$ cat config.mk
export PLATFORM = sky130hd
export DESIGN_NAME = hkspi_stream_slave
export DESIGN_NICKNAME = d
export VERILOG_FILES = /design/src/rtl/hkspi_stream_slave.sv
export SDC_FILE = /design/constraint.sdc
export NUM_CORES = 1
export LEC_CHECK = 0
export ABC_AREA = 1
export BUFFER_PORTS_ARGS = -buffer_cell sky130_fd_sc_hd__buf_4
export CORE_MARGIN = 2
export CORE_UTILIZATION = 60
export DETAILED_ROUTE_END_ITERATION = 16
export GPL_TIMING_DRIVEN = 0
export PLACE_DENSITY = 0.82
export SLEW_MARGIN = 20
export SYNTH_ARGS = -nofsm -noshare
export SYNTH_HDL_FRONTEND = slang
export SYNTH_SLANG_ARGS = --single-unit
$ cat constraint.sdc
create_clock -name wb_clk_i -period 3.2 [get_ports wb_clk_i]
set_input_delay 0.32 -clock wb_clk_i [delete_from_list [all_inputs] [get_ports wb_clk_i]]
set_output_delay 0.32 -clock wb_clk_i [all_outputs]
set_load 0.01 [all_outputs]
$ cat src/rtl/hkspi_stream_slave.sv
// hkspi_stream_slave -- housekeeping SPI slave engine (SPI mode 0) driving a
// byte-wide register bus with an auto-incrementing address.
//
// The SPI pins are oversampled in the wb_clk_i domain. wb_clk_i must run at
// least 4x the SCK rate.
// Transfer format: command byte, address byte, then data bytes.
//   cmd[7] = write, cmd[6] = read, cmd[5:3] = byte count N (0 = unlimited),
//   cmd[2:0] must be 0.
//
// Optional feature, selected by the macro HKSPI_ADDR_WRAP_EN:
//   defined   : the address wraps from NUM_REGS-1 to 0 and the stream continues.
//   undefined : the address saturates at NUM_REGS. Further reads return 0x00
//               and further writes are dropped.
//
// Ports:
//   wb_clk_i, wb_rst_i        system clock; synchronous active-high reset
//   spi_sck_i/csb_i/sdi_i     asynchronous SPI inputs
//   spi_sdo_o, spi_sdo_oe_o   serial data out and its output enable
//   reg_addr_o, reg_wdata_o   register bus address and write data
//   reg_wr_o, reg_rd_o        one-cycle strobes (never asserted together)
//   reg_rdata_i               read data, sampled in the cycle after reg_rd_o
//   busy_o                    CSB low and the FSM is not IDLE
//   cmd_err_o                 one-cycle pulse on an unsupported command
module hkspi_stream_slave #(
    parameter int ADDR_W      = 8,
    parameter int NUM_REGS    = 19,
    parameter int SYNC_STAGES = 2
) (
    input  logic              wb_clk_i,
    input  logic              wb_rst_i,
    input  logic              spi_sck_i,
    input  logic              spi_csb_i,
    input  logic              spi_sdi_i,
    output logic              spi_sdo_o,
    output logic              spi_sdo_oe_o,
    output logic [ADDR_W-1:0] reg_addr_o,
    output logic [7:0]        reg_wdata_o,
    output logic              reg_wr_o,
    output logic              reg_rd_o,
    input  logic [7:0]        reg_rdata_i,
    output logic              busy_o,
    output logic              cmd_err_o
);

    typedef enum logic [2:0] {ST_IDLE, ST_CMD, ST_ADDR, ST_DATA, ST_HOLD} state_t;

    localparam logic [ADDR_W:0] NUM_REGS_X = (ADDR_W+1)'(NUM_REGS);
`ifdef HKSPI_ADDR_WRAP_EN
    localparam logic [ADDR_W:0] LAST_X = (ADDR_W+1)'(NUM_REGS - 1);
`endif

    function automatic logic in_range(input logic [ADDR_W-1:0] a);
        return {1'b0, a} < NUM_REGS_X;
    endfunction

    logic [SYNC_STAGES-1:0] sck_sync_q, sck_sync_d;
    logic [SYNC_STAGES-1:0] csb_sync_q, csb_sync_d;
    logic [SYNC_STAGES-1:0] sdi_sync_q, sdi_sync_d;
    logic                   sck_prev_q, sck_prev_d;
    logic                   csb_prev_q, csb_prev_d;

    state_t              state_q, state_d;
    logic [2:0]          bit_cnt_q, bit_cnt_d;
    logic [2:0]          byte_cnt_q, byte_cnt_d;
    logic [4:0]          cmd_q, cmd_d;         // {write, read, N}
    logic [ADDR_W-1:0]   addr_q, addr_d;
    logic [7:0]          shin_q, shin_d;
    logic [7:0]          shout_q, shout_d;
    logic                sdo_q, sdo_d;
    logic [7:0]          wdata_q, wdata_d;
    logic                wr_q, wr_d;
    logic                rd_q, rd_d;
    logic                rd_zero_q, rd_zero_d; // read slot for an unimplemented address
    logic                err_q, err_d;
    logic                adv_q, adv_d;         // advance the address this cycle
    logic                rd_after_q, rd_after_d;
    logic                cap_q, cap_d;         // reg_rdata_i valid this cycle
    logic                cap_zero_q, cap_zero_d;
    logic                load_pend_q, load_pend_d;
    logic                late_q, late_d;       // SCK fell before the read data arrived

    logic              sck_s, csb_s, sdi_s;
    logic              sck_rise, sck_fall, csb_fall, byte_done;
    logic [7:0]        byte_in;
    logic [ADDR_W-1:0] addr_nxt;

    assign sck_s     = sck_sync_q[SYNC_STAGES-1];
    assign csb_s     = csb_sync_q[SYNC_STAGES-1];
    assign sdi_s     = sdi_sync_q[SYNC_STAGES-1];
    assign sck_rise  = sck_s & ~sck_prev_q;
    assign sck_fall  = ~sck_s & sck_prev_q;
    assign csb_fall  = ~csb_s & csb_prev_q;
    assign byte_in   = {shin_q[6:0], sdi_s};
    assign byte_done = sck_rise && (bit_cnt_q == 3'd7);

`ifdef HKSPI_ADDR_WRAP_EN
    assign addr_nxt = ({1'b0, addr_q} >= LAST_X) ? '0 : addr_q + 1'b1;
`else
    assign addr_nxt = in_range(addr_q) ? addr_q + 1'b1 : addr_q;
`endif

    always_comb begin
        logic [7:0] rdata_v;
        rdata_v     = 8'h00;
        sck_sync_d  = {sck_sync_q[SYNC_STAGES-2:0], spi_sck_i};
        csb_sync_d  = {csb_sync_q[SYNC_STAGES-2:0], spi_csb_i};
        sdi_sync_d  = {sdi_sync_q[SYNC_STAGES-2:0], spi_sdi_i};
        sck_prev_d  = sck_s;
        csb_prev_d  = csb_s;
        state_d     = state_q;
        bit_cnt_d   = bit_cnt_q;
        byte_cnt_d  = byte_cnt_q;
        cmd_d       = cmd_q;
        addr_d      = addr_q;
        shin_d      = shin_q;
        shout_d     = shout_q;
        sdo_d       = sdo_q;
        wdata_d     = wdata_q;
        wr_d        = 1'b0;
        rd_d        = 1'b0;
        rd_zero_d   = 1'b0;
        err_d       = 1'b0;
        adv_d       = 1'b0;
        rd_after_d  = 1'b0;
        cap_d       = rd_q | rd_zero_q;
        cap_zero_d  = rd_zero_q;
        load_pend_d = load_pend_q;
        late_d      = late_q;

        if (csb_s) begin
            // Deselect drops everything, including a partially shifted byte.
            state_d     = ST_IDLE;
            bit_cnt_d   = '0;
            byte_cnt_d  = '0;
            cmd_d       = '0;
            addr_d      = '0;
            shin_d      = '0;
            shout_d     = '0;
            sdo_d       = 1'b0;
            wdata_d     = '0;
            cap_d       = 1'b0;
            cap_zero_d  = 1'b0;
            load_pend_d = 1'b0;
            late_d      = 1'b0;
        end else begin
            // The write strobe of a byte owns the cycle after byte-complete with
            // the old address; the address moves then and the next read follows.
            if (adv_q) begin
                addr_d    = addr_nxt;
                rd_d      = rd_after_q & in_range(addr_nxt);
                rd_zero_d = rd_after_q & ~in_range(addr_nxt);
            end

            if (state_q == ST_DATA && cmd_q[3]) begin
                if (cap_q) begin
                    rdata_v     = cap_zero_q ? 8'h00 : reg_rdata_i;
                    load_pend_d = 1'b0;
                    late_d      = 1'b0;
                    // At minimum clock ratio the 8th fall can beat the read data;
                    // drive bit7 straight from the bus in that case.
                    if (sck_fall || late_q) begin
                        sdo_d   = rdata_v[7];
                        shout_d = {rdata_v[6:0], 1'b0};
                    end else begin
                        shout_d = rdata_v;
                    end
                end else if (sck_fall) begin
                    if (load_pend_q) begin
                        late_d = 1'b1;
                    end else begin
                        sdo_d   = shout_q[7];
                        shout_d = {shout_q[6:0], 1'b0};
                    end
                end
            end

            case (state_q)
                ST_IDLE: begin
                    if (csb_fall) begin
                        state_d   = ST_CMD;
                        bit_cnt_d = '0;
                        shin_d    = '0;
                    end
                end
                ST_CMD, ST_ADDR, ST_DATA: begin
                    if (sck_rise) begin
                        shin_d    = byte_in;
                        bit_cnt_d = bit_cnt_q + 3'd1;
                    end
                    if (byte_done) begin
                        if (state_q == ST_CMD) begin
                            cmd_d = byte_in[7:3];
                            if (byte_in[2:0] != 3'b000) begin
                                state_d = ST_HOLD;
                                err_d   = 1'b1;
                            end else if (byte_in[7:6] == 2'b00) begin
                                state_d = ST_HOLD;
                            end else begin
                                state_d = ST_ADDR;
                            end
                        end else if (state_q == ST_ADDR) begin
                            addr_d     = ADDR_W'(byte_in);
                            state_d    = ST_DATA;
                            byte_cnt_d = '0;
                            if (cmd_q[3]) begin
                                rd_d        = in_range(ADDR_W'(byte_in));
                                rd_zero_d   = ~in_range(ADDR_W'(byte_in));
                                load_pend_d = 1'b1;
                            end
                        end else begin
                            if (cmd_q[4]) begin
                                wdata_d = byte_in;
                                wr_d    = in_range(addr_q);
                            end
                            adv_d      = 1'b1;
                            byte_cnt_d = byte_cnt_q + 3'd1;
                            if (cmd_q[2:0] != 3'd0 && (byte_cnt_q + 3'd1) == cmd_q[2:0]) begin
                                state_d = ST_HOLD;
                            end else if (cmd_q[3]) begin
                                rd_after_d  = 1'b1;
                                load_pend_d = 1'b1;
                            end
                        end
                    end
                end
                default: ; // HOLD: SCK ignored until deselect
            endcase
        end
    end

    always_ff @(posedge wb_clk_i) begin
        if (wb_rst_i) begin
            sck_sync_q  <= '0;
            csb_sync_q  <= '0;
            sdi_sync_q  <= '0;
            sck_prev_q  <= 1'b0;
            csb_prev_q  <= 1'b0;
            state_q     <= ST_IDLE;
            bit_cnt_q   <= '0;
            byte_cnt_q  <= '0;
            cmd_q       <= '0;
            addr_q      <= '0;
            shin_q      <= '0;
            shout_q     <= '0;
            sdo_q       <= 1'b0;
            wdata_q     <= '0;
            wr_q        <= 1'b0;
            rd_q        <= 1'b0;
            rd_zero_q   <= 1'b0;
            err_q       <= 1'b0;
            adv_q       <= 1'b0;
            rd_after_q  <= 1'b0;
            cap_q       <= 1'b0;
            cap_zero_q  <= 1'b0;
            load_pend_q <= 1'b0;
            late_q      <= 1'b0;
        end else begin
            sck_sync_q  <= sck_sync_d;
            csb_sync_q  <= csb_sync_d;
            sdi_sync_q  <= sdi_sync_d;
            sck_prev_q  <= sck_prev_d;
            csb_prev_q  <= csb_prev_d;
            state_q     <= state_d;
            bit_cnt_q   <= bit_cnt_d;
            byte_cnt_q  <= byte_cnt_d;
            cmd_q       <= cmd_d;
            addr_q      <= addr_d;
            shin_q      <= shin_d;
            shout_q     <= shout_d;
            sdo_q       <= sdo_d;
            wdata_q     <= wdata_d;
            wr_q        <= wr_d;
            rd_q        <= rd_d;
            rd_zero_q   <= rd_zero_d;
            err_q       <= err_d;
            adv_q       <= adv_d;
            rd_after_q  <= rd_after_d;
            cap_q       <= cap_d;
            cap_zero_q  <= cap_zero_d;
            load_pend_q <= load_pend_d;
            late_q      <= late_d;
        end
    end

    assign spi_sdo_o    = sdo_q;
    assign spi_sdo_oe_o = (state_q == ST_DATA) && cmd_q[3] && !csb_s;
    assign reg_addr_o   = addr_q;
    assign reg_wdata_o  = wdata_q;
    assign reg_wr_o     = wr_q;
    assign reg_rd_o     = rd_q;
    assign busy_o       = !csb_s && (state_q != ST_IDLE);
    assign cmd_err_o    = err_q;

endmodule
==> reports/results.ini, run 1 <==
[floorplanning]
die_x_um=74.3
die-area_mm2=0.00552
die_h_um=74.3
coreArea_mm2=0.00475
start_util=0.623
rows=25
num_io_pins=35

[final_layout]
fill_cells=408
multi_input_area_mm2=0.00138
drive_gt1_frac=0.199
nNetsFinal=466
syn2layout_area_growth_pct=18.2
diodes=0
regArea_mm2=0.00128
final_core_util=0.737

[sta]
post-route-period-util=0.534
period_needed_ns=1.71
setup_viol=0
rsz0062_at_grt=false
finClkSkew_ns=0.00753
slew_headroom=0.754
tightest_slew_ns=0.369
finalMaxSlewViolations=0
tns_ns=0
timing.fmax_mhz=586
hold_violations=0

[global_routing]
track_usage=0.274
antenna_found_initial=0
grt_pass1_vias=2529
grt_pass1_wl_um=11400
grt_max_degree=11
overflow=0

[critical_path]
r2r-end=rd_zero_q
r2r_start=reg_addr_o[0]
cp_data_arrival_time_ns=1.94
ff2ff_setup_slack_ns=1.49
start_kind=flip-flop
worstSetupPathType=reg2reg
cp.required_ns=3.43
rr_worst_depth=13
crit_path_end_kind=flip-flop
critPathMaxFanout=7

[yosys]
synth_commonest_cells=80 x nand2_1, 64 x dfxtp_1, 58 x a21oi_1
synth_area_leaders=dfxtp_1 43%, nand2_1 10%, a21oi_1 9.8%
ys_warn_count=0
synth_area_mm2=0.00296
yosysSeqAreaShare=0.432
synthMostInstantiatedCell=nand2_1
ys.flop_type=dfxtp_1
avgSynthCellArea_um2=7.32
synth_edf_count=0
synth_top_cell_by_area=dfxtp_1
yosys.area.top_type_share=0.432
synthArstFlopShare=0
syn_nets=422
ys_ff_latch=64
syn_inst=405
ys_types=35

[flow_run]
maxCapViolCount=0

[clocking]
cts_sinks=64
cts_root_buffer=clkbuf_8
clockBufferDepth=2
postCtsHoldBufs=0
clkLatencyLatePin_ns=0.34
cts-buffers-inserted=9
cts.clk_slew.worst_paths_ns=0.06
h-tree-depth=3
cts_tree=yes
postCtsResizedCells=0
post_cts_buffers=0

[hold_path]
min_from=spi_sdi_i
min_path_cells=3
min_to=sdi_sync_q[0]
holdCritPathClass=in2reg

[detailed_routing]
ant_nets=0
drt_iter0_drc=169
firstDrtPassIters=6
routed_via_density=5.24
avgRoutedWirePerCell_um=12.9
routed_wirelength_um=6720
drc=0
via_count=2727

[power_and_ir_drop]
p_per_area_mw_per_mm2=539
irDropWorstVdd_v=0.000319
p_leak_nw=1.49

[placed_design]
routabilityCongestion=0.875
hpwl_um=4990
portBuffers=33

[outcome]
status=completed

cell families after synthesis:
kind of cell    after synthesis  share of synthesized area
compound gates              104                      0.192
xor+xnor                      1                    0.00296
fa+ha+maj                     4                     0.0169
buf+inv                      70                      0.102
flops                        64                      0.432
simple gates                162                      0.255
final cells by class:
type	count	area share
buffer	15	0.0268
tap	67	0.0239
sequential	64	0.366
timing repair buffer	33	0.0707
clock inverter	2	0.0107
multi-input combinational	271	0.394
clock buffer	13	0.0482
inverter	55	0.0593
layout by cell type, fill, tap and decap left out, types with 2 or more instances in the layout:
cell type | synthesis | final
nand2_1 | 80 | 80
nand2_2 | 5 | 5
nand3_1 | 24 | 24
clkbuf_8 | 0 | 12
a211oi_1 | 8 | 8
o21ai_0 | 18 | 18
nand4_1 | 5 | 5
clkbuf_1 | 4 | 5
nor4_2 | 2 | 2
o21ai_1 | 12 | 12
nor2_4 | 3 | 3
nor2_2 | 5 | 5
nor3_1 | 4 | 4
inv_1 | 43 | 43
a21oi_2 | 3 | 3
buf_4 | 2 | 35
buf_6 | 3 | 3
buf_2 | 6 | 6
nand3b_1 | 2 | 2
inv_2 | 11 | 11
dfxtp_1 | 64 | 64
ha_1 | 4 | 4
nor2_1 | 27 | 27
a21oi_1 | 58 | 58
routing by layer:
metal / vias up / share of wire / track usage
li1: 1414 / - / -
met5: - / 0 / 0
met1: 1230 / 0.44 / 0.354
met2: 70 / 0.48 / 0.453
met3: 13 / 0.051 / 0.0569
met4: 0 / 0.021 / 0.105
worst max path at each step:
| stage | from | cells after the start | to | slack, ns |
|---|---|---|---|---|
| 6_report | reg_addr_o[0] | 13 | rd_zero_q | 1.49 |
| 5_1_grt | bit_cnt_q[0] | 8 | reg_wr_o | 1.32 |
| 4_1_cts | reg_addr_o[0] | 13 | rd_zero_q | 1.48 |
| 3_5_place_dp | reg_addr_o[0] | 13 | rd_zero_q | 1.48 |
| 3_3_place_gp | reg_addr_o[0] | 12 | reg_rd_o | 1.54 |
| 2_1_floorplan | reg_addr_o[0] | 14 | rd_zero_q | 1.74 |
report_power, final:
group	leakage, nW	total [mW]	internal, mW	switching (mW)
Clock	0.102	0.714	0.420	0.295
Combinational	0.872	0.310	0.107	0.203
Sequential	0.518	0.864	0.831	0.0334
Total	1.49	1.89	1.36	0.531
critical path: stages, from the launching register on:
cell	delay (ns)
dfxtp_1	0.36
ha_1	0.28
nor2_1	0.10
nor2_1	0.05
nor2_1	0.20
nand2_1	0.08
nand2_1	0.10
nand2_1	0.05
inv_1	0.05
nand2_1	0.05
nand2_1	0.10
nand2_1	0.06
nand2_1	0.06
a21oi_1	0.06
metrics by stage:
step | power (mW) | hold slack, ns | setup slack (ns) | area, µm² | cells
2_1_floorplan | 1.10 | 0.388 | 1.74 | 2960 | 405
3_5_place_dp | 1.18 | 0.398 | 1.48 | 3300 | 505
6_report | 1.89 | 0.196 | 1.49 | 3500 | 520
3_3_place_gp | 1.17 | 0.392 | 1.54 | 3300 | 505
5_1_grt | 1.97 | 0.203 | 1.32 | 3500 | 520
4_1_cts | 1.90 | 0.188 | 1.48 | 3500 | 520
sequential cells by signal (all words and copies together), names as in the netlist, 2 cells and up:
register / cells
reg_addr_o: 8
reg_wdata_o: 8
shout_q: 8
shin_q: 7
cmd_q: 5
bit_cnt_q: 3
byte_cnt_q: 3
state_q: 3
csb_sync_q: 2
sck_sync_q: 2
sdi_sync_q: 2
Note: power is estimated with default switching activity, not from simulation.
==> run 2: changes to the inputs <==
- CORE_UTILIZATION: 60 -> 57
- PLACE_DENSITY: 0.82 -> 0.78
- clock period: 3.2 -> 1.72 ns (I/O delays scaled with it)
==> reports/results.ini, run 2 (synthesized netlist as in run 1, its figures left out) <==
[outcome]
status=completed

[global_routing]
grt_pass1_wl_um=11000  ; -3.1%
antenna_found_initial=0  ; unchanged
grt_pass1_vias=2373  ; -6.2%
track_usage=0.240  ; -0.0340
grt_max_degree=12  ; +1
overflow=0  ; unchanged

[floorplanning]
die-area_mm2=0.00579  ; +5.0%
die_h_um=76.1  ; +2.5%
die_x_um=76.1  ; +2.5%
num_io_pins=35  ; unchanged
rows=26  ; +4.0%
coreArea_mm2=0.00507  ; +6.7%
start_util=0.584  ; -0.0393

[sta]
setup_viol=0  ; unchanged
finClkSkew_ns=0.00692  ; -0.000615 ns
finalMaxSlewViolations=0  ; unchanged
slew_headroom=0.710  ; -0.0440
post-route-period-util=0.926  ; +0.392
rsz0062_at_grt=true
hold_violations=0  ; unchanged
timing.fmax_mhz=628  ; +7.3%
period_needed_ns=1.59  ; -0.116 ns
tns_ns=0  ; unchanged
tightest_slew_ns=0.435  ; +0.0660 ns
postLayoutSetupSlackWorst_ns=0.128  ; -1.36 ns

[detailed_routing]
ant_nets=0  ; unchanged
routed_wirelength_um=6660  ; -0.85%
drc=0  ; unchanged
avgRoutedWirePerCell_um=12.7  ; -1.6%
drt_iter0_drc=106  ; -37%
routed_via_density=5.22  ; -0.47%
via_count=2735  ; +0.29%
firstDrtPassIters=4  ; -2

[critical_path]
critPathCapture=state_q[1]
rr_worst_depth=8  ; -5
crit_path_start=byte_cnt_q[0]
r2r_start=byte_cnt_q[0]
cp.required_ns=1.94  ; -1.49 ns
cp_data_arrival_time_ns=1.81  ; -0.13 ns
crit_chain=ha_1 > or2_2 > nand4_1 > nor2_4 > o21ai_1 > nand2_1 > nand2_1 > a21oi_1
cp_slowest_stage_delay_ns=0.33  ; -0.03 ns
slowest_stage=dfxtp_1
worstSetupPathType=reg2reg
crit_path_frequent_cell=nand2_1
start_kind=flip-flop
r2r-end=state_q[1]
crit_path_end_kind=flip-flop
critPathMaxFanout=3  ; -4
ff2ff_setup_slack_ns=0.13  ; -1.36 ns

[power_and_ir_drop]
clkPwrFrac=0.369  ; -0.009
p_leak_nw=1.49  ; -0.16%
seqPwrFrac=0.464  ; +0.006
p_per_area_mw_per_mm2=981  ; +82%
power_mw=3.45  ; +83%
combPwrFrac=0.167  ; +0.003
switching_share=0.290  ; +0.00852
irDropWorstVdd_v=0.000587  ; +84%
p_int_mw=2.45  ; +81%
power_switching_uw=999  ; +88%

[final_layout]
syn2layout_area_growth_pct=18.6
diodes=0  ; unchanged
drive_gt1_frac=0.214  ; +0.0150
final_cell_mix=79 x nand2_1, 62 x dfxtp_1, 57 x a21oi_1
nNetsFinal=466  ; unchanged
final_common_cell=nand2_1
stdcell_count=524  ; +0.77%
fill_cells=460  ; +13%
final_core_util=0.693  ; -0.0438

[clocking]
cts_root_buffer=clkbuf_8
clkLatencyLatePin_ns=0.34  ; about the same
cts-buffers-inserted=9  ; unchanged
cts_sinks=64  ; unchanged
h-tree-depth=3  ; unchanged
clockBufferDepth=2  ; unchanged
cts_tree=yes
cts.clk_slew.worst_paths_ns=0.07  ; about the same
post_cts_buffers=0  ; unchanged

[placed_design]
portBuffers=33  ; unchanged
routabilityCongestion=0.896  ; +2.5%
hpwl_um=4820  ; -3.4%
post-place-ws_ns=0.0964  ; -1.39 ns
place_inst=508  ; +0.59%

[flow_run]
maxCapViolCount=0  ; unchanged

[hold_path]
holdCritPathClass=in2reg

-- run 2: changes by cell type in the layout (fill, tap and decap cells not counted), moves of 2 or more --
cell / delta
dfxtp_2: +2
clkbuf_8: -2
dfxtp_1: -2
clkinv_2: +2
-- run 2: power groups by stage --
stage / clock network [mW] / registers, mW / logic (mW)
after global routing: 1.37 / 1.61 / 0.635
after CTS: 1.29 / 1.60 / 0.570
after floorplan: 0 / 1.62 / 0.421
final: 1.27 / 1.60 / 0.576
after detailed placement: 0 / 1.63 / 0.568
after global placement: 0 / 1.63 / 0.557
-- run 2: per-stage QoR --
stage | cell area (µm²) | hold slack (ns)
final | 3520 | 0.0403
after global routing | 3520 | 0.0362
after global placement | 3300 | 0.372
after floorplan | 2960 | 0.279
after CTS | 3500 | 0.0286
after detailed placement | 3300 | 0.387
-- run 2: critical path, delay by kind of cell (launching register included) --
kind                       cells  cell delay [ns]
and+or+nand+nor                5             0.64
adders and majority gates      1             0.32
AOI/OAI and AO/OA              2             0.20
DFF                            1             0.33
-- run 2: worst min-delay path by stage --
stage	startpoint	to	slack (ns)	depth (start not counted)
3_5_place_dp	spi_sdi_i	sdi_sync_q[0]	0.39	3
5_1_grt	spi_sdi_i	sdi_sync_q[0]	0.04	3
4_1_cts	spi_sdi_i	sdi_sync_q[0]	0.03	3
2_1_floorplan	spi_csb_i	csb_sync_q[0]	0.28	2
3_3_place_gp	spi_sdi_i	sdi_sync_q[0]	0.37	3
6_report	spi_sdi_i	sdi_sync_q[0]	0.04	3
-- run 2: cell type report --
cell class | count | area (µm²) | share of cell area
flip-flops and latches | 64 | 1280 | 0.365
clock inverters | 5 | 56.3 | 0.0160
plain buffers | 15 | 93.8 | 0.0267
clock buffers | 11 | 141 | 0.0402
repair buffers | 33 | 248 | 0.0705
inverters | 55 | 208 | 0.0591
multi-input cells | 271 | 1400 | 0.398
well taps | 70 | 87.6 | 0.0249
-- run 2: per-layer routing --
layer / track usage / part of all wire / up-vias
met5: 0 / 0 / -
met4: 0.100 / 0.012 / 0
met1: 0.313 / 0.47 / 1249
met2: 0.385 / 0.47 / 63
li1: - / - / 1417
met3: 0.0557 / 0.049 / 6
-- run 2: what timing repair did --
action	CTS	global route
hold buffers	0	0
gates resized for setup	0	7
endpoints found under the setup margin	0	13
